## config.mk

```make
export PLATFORM = sky130hd
export DESIGN_NAME = instr_fetch_unit
export DESIGN_NICKNAME = d
export VERILOG_FILES = /design/src/rtl/riscv_pkg.sv /design/src/rtl/fetch_fifo.sv /design/src/rtl/instr_fetch_unit.sv
export SDC_FILE = /design/constraint.sdc
export NUM_CORES = 1
export LEC_CHECK = 0
export CORE_MARGIN = 2
export CORE_UTILIZATION = 50
export CTS_BUF_LIST = sky130_fd_sc_hd__clkbuf_8
export DETAILED_ROUTE_END_ITERATION = 8
export PLACE_DENSITY_LB_ADDON = 0.08
export SYNTH_ARGS = -nofsm -noshare
export SYNTH_HDL_FRONTEND = slang
export SYNTH_SLANG_ARGS = --single-unit
```

## constraint.sdc

```tcl
create_clock -name clk -period 7.7 [get_ports clk]
set_input_delay 0.77 -clock clk [delete_from_list [all_inputs] [get_ports clk]]
set_output_delay 0.77 -clock clk [all_outputs]
set_load 0.02 [all_outputs]
```

## src/rtl/riscv_pkg.sv

```systemverilog
// Shared types and constants for the instruction fetch stage.
package riscv_pkg;

  localparam logic [31:0] NOP_INSTR = 32'h0000_0013;

  typedef struct packed {
    logic [31:0] pc;
    logic [31:0] instr;
  } fetch_entry_t;

  typedef enum logic {BOOT, RUN} fetch_state_e;

  // Fetch addresses are always word aligned; the low two bits are dropped.
  function automatic logic [31:0] word_align(input logic [31:0] addr);
    return addr & ~32'h0000_0003;
  endfunction

endpackage

```

## src/rtl/fetch_fifo.sv

```systemverilog
// Prefetch buffer holding {pc, instr} pairs in fetch order.
module fetch_fifo
  import riscv_pkg::*;
#(
  parameter int DEPTH = 2,
  parameter int CNT_W = $clog2(DEPTH + 1)
) (
  input  logic             clk,
  input  logic             n_rst,
  input  logic             push_i,
  input  fetch_entry_t     data_i,
  input  logic             pop_i,
  input  logic             flush_i,
  output fetch_entry_t     head_o,
  output logic [CNT_W-1:0] count_o
);

  localparam int PTR_W = (DEPTH > 1) ? $clog2(DEPTH) : 1;

  fetch_entry_t     mem_q [DEPTH];
  logic [PTR_W-1:0] rd_ptr_q, rd_ptr_d;
  logic [PTR_W-1:0] wr_ptr_q, wr_ptr_d;
  logic [CNT_W-1:0] count_q, count_d;
  logic             do_push, do_pop;

  function automatic logic [PTR_W-1:0] inc_ptr(input logic [PTR_W-1:0] p);
    if (p == PTR_W'(DEPTH - 1)) return '0;
    return p + 1'b1;
  endfunction

  // A pop frees a slot in the same cycle, so push into a full FIFO is fine with a pop.
  always_comb begin
    do_pop   = pop_i && (count_q != '0);
    do_push  = push_i && ((count_q != CNT_W'(DEPTH)) || do_pop);
    rd_ptr_d = rd_ptr_q;
    wr_ptr_d = wr_ptr_q;
    count_d  = count_q;
    if (flush_i) begin
      rd_ptr_d = '0;
      wr_ptr_d = '0;
      count_d  = '0;
    end else begin
      if (do_pop)  rd_ptr_d = inc_ptr(rd_ptr_q);
      if (do_push) wr_ptr_d = inc_ptr(wr_ptr_q);
      if (do_push && !do_pop)      count_d = count_q + 1'b1;
      else if (!do_push && do_pop) count_d = count_q - 1'b1;
    end
  end

  always_ff @(posedge clk or negedge n_rst) begin
    if (!n_rst) begin
      rd_ptr_q <= '0;
      wr_ptr_q <= '0;
      count_q  <= '0;
    end else begin
      rd_ptr_q <= rd_ptr_d;
      wr_ptr_q <= wr_ptr_d;
      count_q  <= count_d;
    end
  end

  always_ff @(posedge clk) begin
    if (do_push && !flush_i) mem_q[wr_ptr_q] <= data_i;
  end

  assign head_o  = mem_q[rd_ptr_q];
  assign count_o = count_q;

endmodule

```

## src/rtl/instr_fetch_unit.sv

```systemverilog
// Fetch stage: issues in-order memory requests under a credit limit, buffers
// responses and hands them to the core; redirects flush and drop stale responses.
module instr_fetch_unit
  import riscv_pkg::*;
#(
  parameter logic [31:0] RESET_PC   = 32'h0000_0000,
  parameter int          FIFO_DEPTH = 2,
  parameter int          CNT_W      = $clog2(FIFO_DEPTH + 1)
) (
  input  logic        clk,
  input  logic        n_rst,
  input  logic        redirect_i,
  input  logic [31:0] redirect_pc,
  output logic        imem_req,
  output logic [31:0] imem_addr,
  input  logic        imem_gnt,
  input  logic        imem_rvalid,
  input  logic [31:0] imem_rdata,
  output logic [31:0] instr,
  output logic [31:0] instr_pc,
  output logic        instr_valid,
  input  logic        instr_ready
);

  localparam int SUM_W = CNT_W + 1;

  fetch_state_e     state_q, state_d;
  logic [31:0]      fetch_pc_q, fetch_pc_d;
  logic [31:0]      resp_pc_q, resp_pc_d;
  logic [31:0]      last_pc_q, last_pc_d;
  logic [CNT_W-1:0] outstanding_q, outstanding_d;
  logic [CNT_W-1:0] discard_q, discard_d;

  logic [CNT_W-1:0] fifo_count;
  fetch_entry_t     fifo_head;
  fetch_entry_t     push_entry;
  logic [SUM_W-1:0] in_use;
  logic             credit_ok, gnt_fire, push, pop, fifo_nonempty;

  assign in_use        = SUM_W'(fifo_count) + SUM_W'(outstanding_q);
  assign credit_ok     = in_use < SUM_W'(FIFO_DEPTH);
  assign fifo_nonempty = fifo_count != '0;
  assign push_entry    = '{pc: resp_pc_q, instr: imem_rdata};

  always_comb begin
    state_d = state_q;
    case (state_q)
      BOOT:    state_d = RUN;
      RUN:     state_d = RUN;
      default: state_d = RUN;
    endcase
  end

  // Outstanding and buffered entries together never exceed FIFO_DEPTH, so a push always has room.
  always_comb begin
    imem_req    = (state_q == RUN) && !redirect_i && credit_ok;
    imem_addr   = fetch_pc_q;
    gnt_fire    = imem_req && imem_gnt;
    push        = imem_rvalid && !redirect_i && (discard_q == '0);
    instr_valid = fifo_nonempty && !redirect_i;
    pop         = instr_valid && instr_ready;
    instr       = fifo_nonempty ? fifo_head.instr : NOP_INSTR;
    instr_pc    = fifo_nonempty ? fifo_head.pc : last_pc_q;
    last_pc_d   = fifo_nonempty ? fifo_head.pc : last_pc_q;

    outstanding_d = outstanding_q;
    case ({gnt_fire, imem_rvalid})
      2'b10:   outstanding_d = outstanding_q + 1'b1;
      2'b01:   outstanding_d = outstanding_q - 1'b1;
      default: outstanding_d = outstanding_q;
    endcase

    fetch_pc_d = fetch_pc_q;
    resp_pc_d  = resp_pc_q;
    discard_d  = discard_q;
    // Every response still owed by memory after a redirect belongs to the old stream.
    if (redirect_i) begin
      fetch_pc_d = word_align(redirect_pc);
      resp_pc_d  = word_align(redirect_pc);
      discard_d  = outstanding_d;
    end else begin
      if (gnt_fire) fetch_pc_d = fetch_pc_q + 32'd4;
      if (push)     resp_pc_d  = resp_pc_q + 32'd4;
      if (imem_rvalid && (discard_q != '0)) discard_d = discard_q - 1'b1;
    end
  end

  always_ff @(posedge clk or negedge n_rst) begin
    if (!n_rst) begin
      state_q       <= BOOT;
      fetch_pc_q    <= RESET_PC;
      resp_pc_q     <= RESET_PC;
      last_pc_q     <= '0;
      outstanding_q <= '0;
      discard_q     <= '0;
    end else begin
      state_q       <= state_d;
      fetch_pc_q    <= fetch_pc_d;
      resp_pc_q     <= resp_pc_d;
      last_pc_q     <= last_pc_d;
      outstanding_q <= outstanding_d;
      discard_q     <= discard_d;
    end
  end

  fetch_fifo #(
    .DEPTH(FIFO_DEPTH),
    .CNT_W(CNT_W)
  ) u_fifo (
    .clk    (clk),
    .n_rst  (n_rst),
    .push_i (push),
    .data_i (push_entry),
    .pop_i  (pop),
    .flush_i(redirect_i),
    .head_o (fifo_head),
    .count_o(fifo_count)
  );

  push_never_full: assert property (@(posedge clk) disable iff (!n_rst)
    push |-> (fifo_count < CNT_W'(FIFO_DEPTH)));

endmodule

```

=== After elaboration in Yosys (flattened, before gate mapping) ===
Memories as Yosys holds them, arrays and structs flattened.
Cells that the tools add are included.

* Flip-flop bits (word level): 105
* Bits of input ports: 70
* Bits in writable memories: 128
* Memories kept: 1
* Memory bits (read-only): 0
* Bits in latches: 0
* Output and inout bits: 98
* Logic and storage cells: 78

{| class="wikitable"
|+ Memory list
! name !! depth !! bits a word !! rd ports !! clocked after memory_dff !! write ports !! line !! RTL
|-
| u_fifo.mem_q || 2 || 64 || 1 || 0 || 1 || fetch_fifo.sv:20 || <nowiki>fetch_entry_t mem_q [DEPTH];</nowiki>
|}

* Multiply operators: 0
* Bitwise operators: 0
* Equality and inequality tests: 3
* Shifts and indexed selects: 0
* Multiplexer cells: 28
* Divide/modulo/power cells: 0
* Add/sub/neg operators: 10
* $lt $le $gt $ge: 1
* Reductions and logical operators: 26

{| class="wikitable"
|+ Operator list
! cell !! count
|-
| $mux 32 || 6
|-
| $add 32x3->32 const B || 2
|-
| $mux 1 || 16
|-
| $reduce_bool 2->1 || 7
|-
| $logic_and 1x1->1 || 13
|-
| $mux 2 || 5
|-
| $sub 2x1->2 const B || 3
|-
| $add 2x1->2 const B || 2
|-
| $pmux 2 s2 || 1
|-
| $add 2x2->3 || 1
|-
| $logic_not 1->1 || 3
|-
| $lt 3x2->1 const B || 1
|-
| $reduce_bool 3->1 || 1
|-
| $add 1x1->1 const B || 2
|-
| $eq 2x1->1 const B || 1
|-
| $eq 2x2->1 const B || 1
|-
| $logic_not 2->1 || 1
|-
| $ne 2x2->1 const B || 1
|-
| $logic_or 1x1->1 || 1
|}

=== Logic depth before layout (Yosys ltp) ===
Gate-level depths: netlist of the first run.

* Depth in word-level cells: 11
* Gate-level depth with buffers: 12
* Mapped depth without buffers: 11

=== Cells and area by module ===
From an unflattened synthesis of the first run, not the netlist that was laid out.

* Cells, all modules: 760
* Area, all modules: 10184.8 um2

{| class="wikitable"
|+ By module, submodules not included
! module !! cells each !! area each (um2) !! sequential area each (um2) !! instances
|-
| instr_fetch_unit || 537 || 5353.9 || 2427.3 || 1
|-
| fetch_fifo || 223 || 4830.9 || 3943.8 || 1
|}

=== Least setup slack after synthesis of the first run ===
Ideal clock, no wire load.

* Path kind: input to register
* From: in imem_rvalid
* To: mem u_fifo.mem_q[1][0] in the netlist's numbering (enable)
* Required time: 7.129 ns
* Setup slack: 1.185 ns
* Arrival: 5.944 ns
* Path buffers: 1
* Stages on the path: 4
* Setup time: 0.571 ns
* Cells stage by stage: and2_1 > clkbuf_1 > o21ai_0 > nor3b_1

* Word-level cells in the longest chain between the ends: 6

{| class="wikitable"
|+ Ends and longest elaborated chain
! what !! line !! RTL
|-
| from (decl) || instr_fetch_unit.sv:17 || <nowiki>input logic imem_rvalid,</nowiki>
|-
| $logic_and 1x1->1 (2 in a row) || instr_fetch_unit.sv:59 || <nowiki>push = imem_rvalid && !redirect_i && (discard_q == '0);</nowiki>
|-
| $logic_and 1x1->1 || fetch_fifo.sv:34 || <nowiki>do_push = push_i && ((count_q != CNT_W'(DEPTH)) || do_pop);</nowiki>
|-
| $logic_and 1x1->1 || fetch_fifo.sv:63 || <nowiki>if (do_push && !flush_i) mem_q[wr_ptr_q] <= data_i;</nowiki>
|-
| $mux 1 || fetch_fifo.sv:63 ||
|-
| $mux 1 (implied by the code) || fetch_fifo.sv:63 ||
|-
| to (decl) || fetch_fifo.sv:20 ||
|}

No other way between the ends.

=== Worst setup path in the final report of the first run ===
* From: reg u_fifo.count_q[0], in the netlist u_fifo.count_o[0]
* To: out imem_req

* Word-level cells in the longest chain between the ends: 3

{| class="wikitable"
|+ Ends and longest elaborated chain
! what !! line !! RTL
|-
| from (decl) || fetch_fifo.sv:23 || <nowiki>logic [CNT_W-1:0] count_q, count_d;</nowiki>
|-
| from (signal assigned) || fetch_fifo.sv:58 || <nowiki>count_q <= count_d;</nowiki>
|-
| $add 2x2->3 || instr_fetch_unit.sv:40 || <nowiki>assign in_use = SUM_W'(fifo_count) + SUM_W'(outstanding_q);</nowiki>
|-
| $lt 3x2->1 || instr_fetch_unit.sv:41 || <nowiki>assign credit_ok = in_use < SUM_W'(FIFO_DEPTH);</nowiki>
|-
| $logic_and 1x1->1 || instr_fetch_unit.sv:56 || <nowiki>imem_req = (state_q == RUN) && !redirect_i && credit_ok;</nowiki>
|-
| to (decl) || instr_fetch_unit.sv:14 || <nowiki>output logic imem_req,</nowiki>
|}

No other way between the ends.

==> reports/qor.csv, run 1 <==
metric;value;unit
status;completed;
cts_setup_buffers;0;
cp_data_required_time;6930;ps
p_total;3.456;mW
hold_viol;0;
overflow;0;
irDropWorstVdd;0.0001568;V
synth-edff-count;124;
path_cells;and2_1 > fa_1 > nor4b_4 > clkdlybuf4s50_1;
synth_xor_area_frac;0.03659;
synth_fa_ha_area_frac;0.007318;
cts_hold_buf;0;
final_common_cell;clkdlybuf4s50_1;
path_max_fanout;8;
pwr-share-seq;0.459;
layout_common_cells;161 x clkdlybuf4s50_1, 124 x edfxtp_1, 100 x dfrtp_1, 86 x nand2_1, 74 x o21ai_0;
fmax;273.7;MHz
synth_top_cell_area_share;0.3889;
cts_buffers;38;
cpPeakStageDelay;710;ps
fin_tns_setup;0;ps
drtAntennaViolNets;0;
power_switching;1.064;mW
slew_headroom;0.2531;
synth-compound-area-share;0.06979;
synth_top_family_by_area;simple AND/OR/NAND/NOR gates;
fin_nets;1004;
hold_path.class;in -> async;
drive_gt1_frac;0.08551;
start_util;0.5101;
synth-simple-area-share;0.1343;
fp.coreArea;18770;µm²
num_rows;50;
stdcell_area;12130;µm²
fin_worst_skew;24.67;ps
routed_wl;21470;µm
leakagePower;4.522;nW
synthCells;755;
yosys_warnings;0;
p_clk_frac;0.287;
slowest_stage;clkdlybuf4s50_1;
die_y;142.4;µm
drtPass1Iterations;6;
grt_max_degree;94;
cts_tree;built;
grt_pass1_vias;6818;
grtUsageTotal;0.2153;
syn_area;9574;µm²
ys_seq_area_frac;0.6529;
r2r_slack;4270;ps
finalMaxSlewViolations;0;
clk_pin_slew;60;ps
rr_worst_depth;10;
switching_share;0.3079;
drv_cap;0;
post_drt_wl_per_cell;17.99;µm
place_congestion;0.8846;
diodes;0;
avgViaCountPerCell;5.535;
n_fill_cell;1449;
rsz0062_at_grt;false;
worstSkewPairLatency;520;ps
hold_slack;309.8;ps
setup_viol;0;
rr_startpoint;u_fifo.count_o[0];
placed_cells;1123;
grt_pass1_wl;34300;µm
pwr-share-comb;0.254;
utilization;0.6463;
htree_levels;2;
worstSetupPathType;reg -> out;
cts_sinks;225;
p_per_area;285.0;nW/µm²
dieArea;20270;µm²
endpoint_kind;output pin;
setup_slack;4047;ps
synthDistinctLibCells;56;
die_w;142.4;µm
avgSynthCellArea;12.68;µm²
instances_no_fill;1193;
syn2layout_area_growth;26.69;%
cts_resized;0;
period_minus_slack;3653;ps
remaining_drc_errors;0;
io_buffers;163;
worst_pin_slew;1120;ps
timing.rr.end;discard_q[1];
synth-seq-cells;225;
dp_hpwl;13960;µm
synthMuxAreaShare;0.07606;
synth.area.top_cells;edfxtp_1 39%, dfrtp_1 26%, mux2i_1 6.9%;
synthArstFlopShare;0.4489;
drtIter0Drc;429;
cts_root_buf;clkbuf_8;
dr_total_vias;6603;
synth_ff_type;edfxtp_1;
ioPinCount;168;
intPower;2.392;mW
place_area;11400;µm²
cp.arrival;2880;ps
startpoint_type;flop;
post-route-period-util;0.4744;
place_ws;3637;ps
clock_path_buffers;3;
synth.largest_area_cell;edfxtp_1;
antenna_found_initial;0;
power groups by stage:
stage          clock [mW]  sequential (mW)  combinational, mW
6_report            0.993             1.59              0.878
5_1_grt              1.08             1.61              0.954
4_1_cts              1.02             1.59              0.890
3_5_place_dp            0             1.61              0.884
3_3_place_gp            0             1.60              0.861
2_1_floorplan           0             1.59              0.483
area by class of cell:
class                   count  area [µm²]  area share
clock buffers              46       633.1     0.05220
clock inverters            24       95.09    0.007840
inverters                  10       37.54    0.003095
multi-input cells         483        3132      0.2582
flip-flops and latches    225        6255      0.5157
well taps                 234       292.8     0.02414
repair buffers            171        1684      0.1388
sequential cells by signal, indices dropped and copies added (netlist names):
| signal | count |
|---|---|
| last_pc_q | 32 |
| u_fifo.rd_ptr_q | 1 |
| discard_q | 2 |
| resp_pc_q | 30 |
| outstanding_q | 2 |
| state_q | 1 |
| u_fifo.count_o | 2 |
| u_fifo.wr_ptr_q | 1 |
| u_fifo.mem_q | 124 |
| imem_addr | 30 |
critical path, delay by kind of cell, from the launching register on:
kind / cells / cell delay (ps)
flops: 1 / 460
fa+ha+maj: 1 / 500
buf+inv: 1 / 710
simple gates: 2 / 710
layer usage:
| metal | up-vias | global-route usage | part of all wire |
|---|---|---|---|
| met5 | - | 0 | 0 |
| met4 | 0 | 0.08338 | 0.026 |
| met3 | 48 | 0.05754 | 0.077 |
| met2 | 259 | 0.3565 | 0.47 |
| met1 | 3195 | 0.2723 | 0.42 |
| li1 | 3101 | - | - |
synthesized netlist by cell type (5+ instances only):
cell type	count
nand2_1	86
nor3_1	5
mux2_2	5
a21oi_1	12
o211ai_1	6
xor2_1	25
dfrtp_1	101
a31oi_1	5
nor2_1	56
nand4_1	18
nand3_1	32
xnor2_1	15
clkbuf_1	19
mux2i_1	66
and3_1	15
edfxtp_1	124
inv_1	8
o21ai_0	74
o311ai_0	7
buf_2	10
and2_1	5
cell families (layout without fill, tap and decap cells):
kind of cell | Yosys count | in the layout
buffers and inverters | 48 | 251
XOR/XNOR | 40 | 40
adder cells (fa/ha/maj) | 5 | 5
AO/OA/AOI/OAI | 116 | 116
AND/OR/NAND/NOR | 247 | 247
multiplexers | 72 | 72
other | 2 | 3
flip-flops | 225 | 225
worst max-delay path by stage:
stage / startpoint / endpoint / cells past startpoint / slack, ps
3_3_place_gp: imem_rvalid / u_fifo.mem_q[1][48] / 5 / 3740
5_1_grt: u_fifo.rd_ptr_q / instr_pc[20] / 3 / 3870
2_1_floorplan: imem_rvalid / u_fifo.mem_q[1][0] / 4 / 1190
6_report: u_fifo.count_o[0] / imem_req / 4 / 4050
3_5_place_dp: imem_rvalid / u_fifo.mem_q[1][49] / 5 / 3640
4_1_cts: u_fifo.rd_ptr_q / instr_pc[19] / 3 / 4000
Power figures use the tool's default switching activity.
==> run 2: changes to the inputs <==
clock period = 3.64 ns   (was 7.7 ns; I/O delays follow)
==> run 2 against run 1 <==
Against the previous run: register-to-register slack got worse by 3600 ps; largest power group unchanged; sequential share of layout area shrank 0.34 points; wire length decreased by 1.9%; clock skew is 2.4 ps lower; via count shrank 0.65%; worst hold slack got worse by 310 ps; sequential power up 110%; clock-buffer cell count down 2; global-route usage is 0.42 points lower; critical path depth grew 1; critical endpoint unchanged; utilization up 0.43 points; non-clock buffer count grew 7.
==> reports/qor.csv, run 2 (synthesis gave the netlist of run 1 again) <==
metric;value;unit
final_common_cell;clkdlybuf4s50_1;
routed_wl;21050;µm
clk_pin_slew;60;ps
cts_buffers;38;
num_rows;50;
cts_sinks;225;
grt_pass1_wl;33840;µm
cts_hold_buf;0;
fin_tns_setup;0;ps
rsz0062_at_grt;false;
grt_max_degree;74;
cp_data_required_time;3280;ps
fin_worst_skew;22.23;ps
drtPass1Iterations;5;
htree_levels;2;
diodes;0;
cts_tree;built;
timing.rr.end;discard_q[1];
fmax;322.5;MHz
syn2layout_area_growth;27.52;%
antenna_found_initial;0;
fp.coreArea;18770;µm²
die_y;142.4;µm
drtAntennaViolNets;0;
layout_common_cells;161 x clkdlybuf4s50_1, 124 x edfxtp_1, 100 x dfrtp_1, 86 x nand2_1, 74 x o21ai_0;
avgViaCountPerCell;5.471;
largest_register;u_fifo.mem_q;
slew_headroom;0.3559;
dp_hpwl;14220;µm
rr_worst_depth;11;
setup_viol;0;
irDropWorstVdd;0.0002685;V
cts_resized;0;
ioPinCount;168;
grt_pass1_vias;6551;
die_w;142.4;µm
cp.arrival;2740;ps
reg_top3;u_fifo.mem_q x124, last_pc_q x32;
post_drt_wl_per_cell;17.56;µm
r2r_slack;710;ps
remaining_drc_errors;0;
largest_register_ffs;124;
worstSkewPairLatency;520;ps
n_fill_cell;1466;
status;completed;
leakagePower;4.557;nW
place_congestion;0.8934;
grtUsageTotal;0.2111;
p_per_area;601.4;nW/µm²
multi_input_area;3144;µm²
drv_cap;0;
dieArea;20270;µm²
dr_total_vias;6560;
cts_root_buf;clkbuf_8;
worst_pin_slew;966.2;ps
startpoint_type;flop;
overflow;0;
hold_path.class;in -> async;
start_util;0.5101;
fin_nets;1011;
utilization;0.6505;
io_buffers;163;
path_max_fanout;8;
finalMaxSlewViolations;0;
clock_path_buffers;3;
seqCellArea;6255;µm²
drtIter0Drc;405;
endpoint_kind;output pin;
rr_startpoint;u_fifo.count_o[0];
worstSetupPathType;reg -> out;
drive_gt1_frac;0.09119;
cts_setup_buffers;0;
post-route-period-util;0.8519;
hold_viol;0;
period_minus_slack;3101;ps
-- run 2: changes by cell type in the layout (fill, tap and decap cells not counted) --
cell / before / now
nor3_2: 1 / 0
bufinv_16: 0 / 1
buf_12: 0 / 1
clkbuf_8: 46 / 44
clkinv_1: 9 / 11
nor3b_2: 1 / 0
nor3b_4: 0 / 1
nor3_4: 0 / 1
inv_1: 21 / 19
buf_4: 9 / 15
-- run 2: critical path, cell delays in order, from the launching register on --
cell	delay [ps]
dfrtp_1	460
and2_1	210
fa_1	490
nor4b_4	290
buf_4	190
clkdlybuf4s50_1	600
-- run 2: layout make-up --
class,count,share of cell area
Sequential cell,225,0.5123
Tap cell,234,0.02398
Clock buffer,44,0.04960
Clock inverter,25,0.01025
Inverter,10,0.003074
Timing Repair Buffer,178,0.1433
Multi-Input combinational cell,483,0.2575
-- run 2: how the worst max path moves through the flow --
stage | start | to | slack, ps | cells past startpoint
2_1_floorplan | discard_q[0] | u_fifo.mem_q[1][0] | 230 | 6
3_3_place_gp | u_fifo.count_o[0] | discard_q[1] | 780 | 10
3_5_place_dp | u_fifo.count_o[0] | discard_q[1] | 700 | 11
4_1_cts | u_fifo.count_o[0] | imem_req | 490 | 5
5_1_grt | u_fifo.count_o[0] | imem_req | 410 | 5
6_report | u_fifo.count_o[0] | imem_req | 540 | 5
-- run 2: metal layers --
metal	routed length, µm	GRT usage
met5	0	0
met4	326	0.05367
met3	1472	0.05720
met2	10050	0.3483
met1	9203	0.2801
-- run 2: report_power, final --
group          switching, mW  internal, mW  total, mW
Combinational           1.05         0.842       1.89
Clock                  0.946          1.17       2.12
Sequential             0.245          3.09       3.34
Total                   2.24          5.10       7.34
-- run 2: metrics by stage --
| stage | hold slack, ps | power [mW] | std cells | cell area, µm² | setup WS (ps) |
|---|---|---|---|---|---|
| 2_1_floorplan | 68.41 | 4.384 | 756 | 9600 | 231.3 |
| 3_3_place_gp | 469.5 | 5.226 | 1130 | 11480 | 778.4 |
| 3_5_place_dp | 478.8 | 5.293 | 1130 | 11480 | 698.1 |
| 4_1_cts | 27.01 | 7.435 | 1199 | 12210 | 494.6 |
| 5_1_grt | 69.12 | 7.747 | 1199 | 12210 | 412.1 |
| 6_report | 4.634 | 7.342 | 1199 | 12210 | 539.1 |
